==> src/rtl/fetch_unit.sv <==
// -----------------------------------------------------------------------------
// fetch_unit
//
// Instruction fetch stage. The external pc register is loaded from nextPC on
// every rising edge and fed back on addr. The unit issues one instruction
// memory request per cycle when its output register can take the word. It
// captures the returned word together with its address, and presents it
// downstream through a valid/ready output register.
//
// Ports
//   clk             : single clock, rising edge
//   reset           : asynchronous, active-low reset
//   addr            : current PC from the pc register
//   nextPC          : value the pc register loads on the next rising edge
//   imem_req        : instruction memory request valid
//   imem_addr       : request address (always addr)
//   imem_ready      : memory accepts the request; imem_rdata valid same cycle
//   imem_rdata      : instruction word
//   redirect        : taken branch/jump; flushes and reloads the PC
//   redirect_target : new PC (low two bits dropped)
//   instr_valid     : output register holds an instruction
//   instr_ready     : downstream accepts instr this cycle
//   instr           : fetched instruction word
//   instr_pc        : address instr was fetched from
//   fetch_count     : number of accepted output handshakes (wraps)
//
// The FSM state is held in the internal signal "state" (state_t) for
// hierarchical observation.
// -----------------------------------------------------------------------------
module fetch_unit #(
   parameter logic [31:0] RESET_VECTOR = 32'h0000_0000
) (
   input  logic        clk,
   input  logic        reset,
   input  logic [31:0] addr,
   output logic [31:0] nextPC,
   output logic        imem_req,
   output logic [31:0] imem_addr,
   input  logic        imem_ready,
   input  logic [31:0] imem_rdata,
   input  logic        redirect,
   input  logic [31:0] redirect_target,
   output logic        instr_valid,
   input  logic        instr_ready,
   output logic [31:0] instr,
   output logic [31:0] instr_pc,
   output logic [31:0] fetch_count
);

   typedef enum logic [1:0] {
      BOOT  = 2'd0,
      FETCH = 2'd1,
      HOLD  = 2'd2
   } state_t;

   state_t state;
   state_t state_nxt;

   // Handshake rules, both interfaces:
   //   memory side : a transfer happens when imem_req && imem_ready; the
   //                 word on imem_rdata is taken in that same cycle.
   //   output side : a transfer happens when instr_valid && instr_ready;
   //                 while instr_valid && !instr_ready, instr, instr_pc and
   //                 instr_valid do not change (a redirect flush excepted).
   logic free;     // output register can take a new word this cycle
   logic accept;   // downstream takes the current word this cycle
   logic capture;  // memory word is written into the output register
   logic flush;    // redirect empties the output register

   assign free      = !instr_valid || instr_ready;
   assign accept    = instr_valid && instr_ready;
   assign imem_addr = addr;

   always_comb begin
      state_nxt = state;
      nextPC    = addr;
      imem_req  = 1'b0;
      capture   = 1'b0;
      flush     = 1'b0;
      case (state)
         BOOT: begin
            // Redirect is ignored here; the first request goes to the vector.
            nextPC    = RESET_VECTOR;
            state_nxt = FETCH;
         end
         FETCH: begin
            if (redirect) begin
               nextPC = {redirect_target[31:2], 2'b00};
               flush  = 1'b1;
            end else if (!free) begin
               state_nxt = HOLD;
            end else begin
               imem_req = 1'b1;
               if (imem_ready) begin
                  capture = 1'b1;
                  nextPC  = addr + 32'd4;  // wraps naturally at 2^32
               end
            end
         end
         HOLD: begin
            if (redirect) begin
               nextPC    = {redirect_target[31:2], 2'b00};
               flush     = 1'b1;
               state_nxt = FETCH;
            end else if (instr_ready) begin
               state_nxt = FETCH;
            end
         end
         default: begin
            nextPC    = RESET_VECTOR;
            state_nxt = BOOT;
         end
      endcase
      // Keep the pc register pointed at the vector for the whole reset.
      if (!reset) begin
         nextPC   = RESET_VECTOR;
         imem_req = 1'b0;
         capture  = 1'b0;
         flush    = 1'b0;
      end
   end

   always_ff @(posedge clk or negedge reset) begin
      if (!reset) begin
         state <= BOOT;
      end else begin
         state <= state_nxt;
      end
   end

   // Output register. A flush wins over everything; a capture in the same
   // cycle as an accept simply replaces the word and keeps valid high.
   always_ff @(posedge clk or negedge reset) begin
      if (!reset) begin
         instr_valid <= 1'b0;
         instr       <= 32'h0;
         instr_pc    <= 32'h0;
      end else if (flush) begin
         instr_valid <= 1'b0;
      end else if (capture) begin
         instr_valid <= 1'b1;
         instr       <= imem_rdata;
         instr_pc    <= addr;
      end else if (accept) begin
         instr_valid <= 1'b0;
      end
   end

   // Counts every accepted word, including one accepted alongside a redirect.
   always_ff @(posedge clk or negedge reset) begin
      if (!reset) begin
         fetch_count <= 32'h0;
      end else if (accept) begin
         fetch_count <= fetch_count + 32'd1;
      end
   end

endmodule

==> config.mk <==
export PLATFORM = sky130hd
export DESIGN_NAME = fetch_unit
export DESIGN_NICKNAME = d
export VERILOG_FILES = /design/src/rtl/fetch_unit.sv
export SDC_FILE = /design/constraint.sdc
export NUM_CORES = 1
export LEC_CHECK = 0
export ABC_AREA = 1
export BUFFER_PORTS_ARGS = -buffer_cell sky130_fd_sc_hd__buf_2
export CORE_MARGIN = 4
export CORE_UTILIZATION = 44
export DETAILED_ROUTE_END_ITERATION = 16
export PLACE_DENSITY_LB_ADDON = 0.25
export SYNTH_ARGS = -nofsm -noshare
export SYNTH_HDL_FRONTEND = slang
export SYNTH_SLANG_ARGS = --single-unit
==> constraint.sdc <==
create_clock -name clk -period 1.8 [get_ports clk]
set_clock_uncertainty 0.1 [all_clocks]
set_input_delay 0.09 -clock clk [delete_from_list [all_inputs] [get_ports clk]]
set_output_delay 0.09 -clock clk [all_outputs]
set_load 0.01 [all_outputs]
==> flow_summary.ini, run 1 <==
[status]
outcome = complete, but fails checks
violations = hold timing, setup timing

[timing]
holdWs_ns = -0.01128
tightest_slew_ns = 0.5328
drv_slew = 0
hold_viol_final = 2
post-route-period-util_pct = 119.1
rsz0062_at_grt = yes
min_period_ns = 2.143
setup_viol = 101
slew_headroom_pct = 64.48
setup_slack_ns = -0.3430
tns_ns = -20.67
max_freq_mhz = 466.6

[global_route]
grt_pass1_wl_mm = 35.23
grt_max_degree = 98
grt-ovfl-total = 0
antenna_found_initial = 2
first_global_vias = 6993
grt_util_all_layers_pct = 27.41

[route]
via_per_inst = 5.342
drc = 0
post_drt_wl_per_cell_microns = 17.93
drtIter0Drc = 560
num_vias = 7324
first_pass_iters = 6
totalWireLength_mm = 24.58
drtAntennaViolNets = 0

[final_layout]
nets = 1294
drive_gt1_share_pct = 46.02
stdcell_count = 1371
area_growth_pct = 60.98

[pwr]
p_leak_nw = 5.139
vdd_ir_drop_max_v = 0.0005995
p_per_area_mw_per_mm2 = 1166

[setup_path]
cp-start-kind = flip-flop
crit_fanout = 6
cp-end-kind = output pin
crit_type = flip-flop to output pin
r2r_cells = 10
worstPathArrival_ns = 1.95
worst_ep_required_time_ns = 1.61

[floorplanning]
die_y_microns = 126.4
core_area_sq_mm = 0.01345
die_w_microns = 126.4
die_area_sq_mm = 0.01597
std_cell_rows = 42
ioPinCount = 263
initial_core_util_pct = 45.81

[synthesis]
yosysMostFrequentCell = nand2_1
syn_avg_cell_area_sq_um = 7.535
yosysSeqAreaShare_pct = 40.19
synth_commonest_cells = nand2_1, dfrtp_1, inv_1
yosysTopAreaCell = dfrtp_1
syn-num-nets = 924
synth_area_leaders = dfrtp_1, nand2_1, mux2_2
syn-instance-count = 818
synth_ff_type = dfrtp_1
synth_edf_count = 0
synth_warnings = 0
synth_area_sq_mm = 0.006163
ys_seq_elements = 99
netlist.area_leader.share_pct = 40.19
synth_cell_type_count = 36
synth_async_sr_flop_share_pct = 100.0

[place]
io_buffers = 260
gp_congestion = 0.9116
hpwl_mm = 15.96
pre_cts_slack_ns = -0.04423
dp_cells = 1257

[hold_path]
hold_class = input port to flip-flop
whs_path_depth = 3

[job]
drv_cap = 0

[clock_network]
h-tree-depth = 3
cts_sinks = 99
cts_tree = built
ctsRootBufferMaster = clkbuf_16
clk_pin_slew_worst_paths_ns = 0.07
worstSkewPairLatency_ns = 0.36
clockBufferDepth = 2
cts_buffers = 9
## where the power goes
group | switching [mW] | internal [mW] | total (mW) | leakage [nW]
clock network | 0.932 | 1.10 | 2.03 | 0.145
logic | 3.16 | 2.83 | 5.99 | 3.75
registers | 0.543 | 3.01 | 3.55 | 1.24
## metal layers
layer | GRT usage, % | wire [microns] | share of wire [%]
met1 | 34.14 | 9420 | 38
met2 | 46.30 | 12130 | 49
met3 | 5.380 | 1958 | 8.0
met4 | 11.99 | 1076 | 4.4
met5 | 0 | 0 | 0
## final cells by class
type / count / area, sq um
fillers: 993 / 3531
clock buffers: 10 / 229.0
repair buffers: 418 / 2974
flip-flops and latches: 99 / 2481
inverters: 97 / 386.6
clock inverters: 6 / 71.32
multi-input cells: 563 / 3555
well taps: 176 / 220.2
diodes: 2 / 5.005
## logic make-up after synthesis
family	share of synthesized area (%)
simple gates	24.48
buf+inv	11.69
compound gates	11.57
flops	40.19
xor+xnor	4.832
mux	6.212
fa+ha+maj	1.015
## path summary, 6_finish.rpt
| path | from | to | slack [ns] |
|---|---|---|---|
| max | instr_valid | nextPC[11] | -0.34 |
| min | addr[20] | instr_pc[20] | -0.01 |
| max reg2reg | state[1] | instr[8] | -0.28 |
| min reg2reg | fetch_count[31] | fetch_count[31] | 0.37 |
| max in group asynchronous | reset | fetch_count[2] | 0.76 |
| min in group asynchronous | reset | state[0] | 0.06 |
## per-stage QoR
step | utilization (%) | power, mW | cell area [sq um]
after floorplan | - | 5.681 | 6163
after global placement | 58.38 | 7.661 | 7854
after detailed placement | 58.38 | 7.782 | 7854
after CTS | 66.96 | 10.25 | 9009
after global routing | 73.75 | 12.15 | 9922
final | 73.75 | 11.57 | 9922
## flip-flops by register name (all words and copies together), names as in the netlist
register / flops
fetch_count: 32
instr: 32
instr_pc: 32
state: 2
instr_valid: 1
## cell usage in the layout, fill, tap and decap left out, types with 3 or more instances in the layout
master         count
xnor2_1           12
buf_6             29
nand2_4           14
a21oi_1           45
o21ai_2           15
ha_4               3
a31oi_1            5
nor3_1             6
o21ai_1           21
nand2_1          152
dfrtp_1           96
buf_12             6
a21oi_2           14
clkbuf_16         16
nor2_2            13
nand2_2           21
buf_4             64
buf_2            259
inv_1             86
dlygate4sd3_1     49
nand3_2            9
xor2_1            21
nor3_2             6
o21ai_0           25
inv_4              3
inv_2              4
nor2_4             8
dfrtp_2            3
nand3_1           49
nand4_1           15
nor2_1            51
mux2_2            33
inv_6              3
## critical path, stage by stage (launching register included)
cell and delay (ns):
dfrtp_1 0.43, a21oi_2 0.20, buf_6 0.16, nand2_2 0.10, inv_4 0.09, nand2_1 0.07, xor2_1 0.18, nand2_1 0.09
a21oi_2 0.13, buf_2 0.14
## what timing repair did
item | in CTS | in global routing
pin swaps | 16 | 26
hold buffers | 48 | 1
setup endpoints to repair | 35 | 110
resized for setup | 62 | 172
endpoints found under the hold margin | 146 | 1
buffers inserted | 9 | 27
cloned | 3 | 12
Note: power is estimated with default switching activity, not from simulation.
==> run 2: changes to the inputs <==
Settings changed: CORE_MARGIN 4 to 2.
Clock period 1.8 ns to 1.7 ns, I/O delays scaled along.
==> run 2 against run 1 <==
The run still ends with hold timing, setup timing left. Count of clock-buffer cells in the layout unchanged. Cell area up 3.7%. Register-to-register slack worse by 0.02 ns. Critical path type unchanged. Largest cell class unchanged. Largest power group unchanged. Highest routed layer unchanged.
==> flow_summary.ini, run 2 (synthesis gave the netlist of run 1 again) <==
[final_layout]
fin_area_sq_mm = 0.01029
largest_registers = fetch_count x32, instr x32, instr_pc x32
nets = 1316
drive_gt1_share_pct = 49.55
stdcell_count = 1396
final_cell_mix = buf_2, nand2_1, dfrtp_1
final_common_cell = buf_2
area_growth_pct = 66.93

[place]
gp_congestion = 0.9392
hpwl_mm = 15.55
post_dp_cell_area_sq_mm = 0.008110
dp_cells = 1288
io_buffers = 260

[setup_path]
crit_fanout = 4
cp_cell_sequence = inv_2 > ha_4 > inv_6 > nor2_4 > buf_6 > nand4_1 > a31oi_2 > buf_2
critPathBufInv = 4
slowest_stage = dfrtp_1
cp-start-kind = flip-flop
worstPathArrival_ns = 1.96
crit_type = flip-flop to output pin
worst_ep_required_time_ns = 1.51
cp-end-kind = output pin
cpLargestDelayFamily = buffers and inverters
slowest_delay_ns = 0.44

[clock_network]
ctsRootBufferMaster = clkbuf_16
clockBufferDepth = 2
cts_tree = built
cts_buffers = 9
cts_sinks = 99
clk_pin_slew_worst_paths_ns = 0.07
h-tree-depth = 3
worstSkewPairLatency_ns = 0.36

[timing]
holdWs_ns = -0.01003
setup_slack_ns = -0.4446
drv_slew = 0
hold_viol_final = 2
post-route-period-util_pct = 126.2
min_period_ns = 2.145
setup_viol = 104
slew_headroom_pct = 32.30
rsz0062_at_grt = yes
max_freq_mhz = 466.3
tightest_slew_ns = 1.015

[global_route]
grt_pass1_wl_mm = 33.88
grt-ovfl-total = 0
first_global_vias = 6801
grt_util_all_layers_pct = 29.02
grt_max_degree = 80
antenna_found_initial = 1

[status]
outcome = complete, but fails checks
violations = hold timing, setup timing

[route]
num_vias = 7392
drtIter0Drc = 599
first_pass_iters = 7
drtAntennaViolNets = 0
post_drt_wl_per_cell_microns = 17.06
drc = 0
via_per_inst = 5.295
totalWireLength_mm = 23.82

[job]
drv_cap = 0

[pwr]
p_leak_nw = 5.326
vdd_ir_drop_max_v = 0.0006176
p_per_area_mw_per_mm2 = 1198

[floorplanning]
core_area_sq_mm = 0.01377
die_y_microns = 122.4
die_area_sq_mm = 0.01497
std_cell_rows = 43
die_w_microns = 122.4
ioPinCount = 263
initial_core_util_pct = 44.75

[hold_path]
hold_class = input port to flip-flop
==> run 2: cell count changes in the layout (fill, tap and decap cells not counted), sizes merged <==
cell / previous run / this run
clkbuf: 17 / 16
diode: 2 / 1
dlygate4sd3: 49 / 47
clkinv: 3 / 1
dlymetal6s4s: 0 / 1
inv: 97 / 99
nand3: 60 / 59
buf: 362 / 387
==> run 2: report_power, final <==
| part | switching, mW | internal (mW) | total [mW] |
|---|---|---|---|
| combinational | 3.34 | 3.07 | 6.41 |
| sequential | 0.581 | 3.18 | 3.76 |
| clock | 0.986 | 1.16 | 2.15 |
==> run 2: final timing paths <==
path	from	end	slack [ns]	depth (start not counted)
setup / recovery	state[1]	nextPC[9]	-0.44	8
hold / removal	addr[23]	instr_pc[23]	-0.01	3
setup reg to reg	state[1]	instr[17]	-0.30	9
hold reg to reg	fetch_count[31]	fetch_count[31]	0.38	1
max in group asynchronous	reset	instr_valid	0.67	3
min in group asynchronous	reset	state[0]	0	3
==> run 2: final cells by class <==
| class | instances | area [sq um] |
|---|---|---|
| multi-input cells | 562 | 3717 |
| fillers | 1008 | 3485 |
| repair buffers | 441 | 3184 |
| flip-flops and latches | 99 | 2480 |
| inverters | 97 | 376.6 |
| clock buffers | 10 | 229.0 |
| well taps | 180 | 225.2 |
| clock inverters | 6 | 73.82 |
| diodes | 1 | 2.502 |
==> run 2: metrics by stage <==
step	hold WS (ns)	TNS (ns)	total power, mW	utilization (%)	setup slack [ns]
6_report	-0.01003	-28.03	12.32	74.70	-0.4446
5_1_grt	0.008521	-34.53	12.98	74.70	-0.5077
4_1_cts	0.0005517	-21.69	11.05	68.38	-0.3457
3_5_place_dp	-0.1504	-2.539	8.356	58.88	-0.07779
3_3_place_gp	-0.1485	-0.5812	8.229	58.88	-0.04675
2_1_floorplan	-0.3106	-0.9210	6.097	-	-0.02614
==> run 2: metal layers <==
| layer | share of wire (%) | vias up | track usage, % |
|---|---|---|---|
| met5 | 0 | - | 0 |
| met4 | 3.5 | 0 | 10.85 |
| met3 | 7.7 | 72 | 5.158 |
| met2 | 50 | 404 | 50.52 |
| met1 | 39 | 3480 | 35.83 |
| li1 | - | 3436 | - |
==> run 2: repair_timing <==
| item | CTS | global route |
|---|---|---|
| endpoints found under the hold margin | 65 | 9 |
| buffers inserted | 25 | 14 |
| gates cloned | 5 | 8 |
| hold buffers | 46 | 2 |
| pin swaps | 21 | 32 |
| resized for setup | 61 | 222 |
| endpoints found under the setup margin | 86 | 117 |
==> run 2: worst reg2reg max path, stage by stage (launching register included) <==
cell and delay, ns:
dfrtp_1 0.44, inv_2 0.12, ha_4 0.20, inv_6 0.06, nor2_4 0.15, buf_6 0.12
nand3_4 0.10, buf_6 0.16, buf_6 0.13, mux2_4 0.31
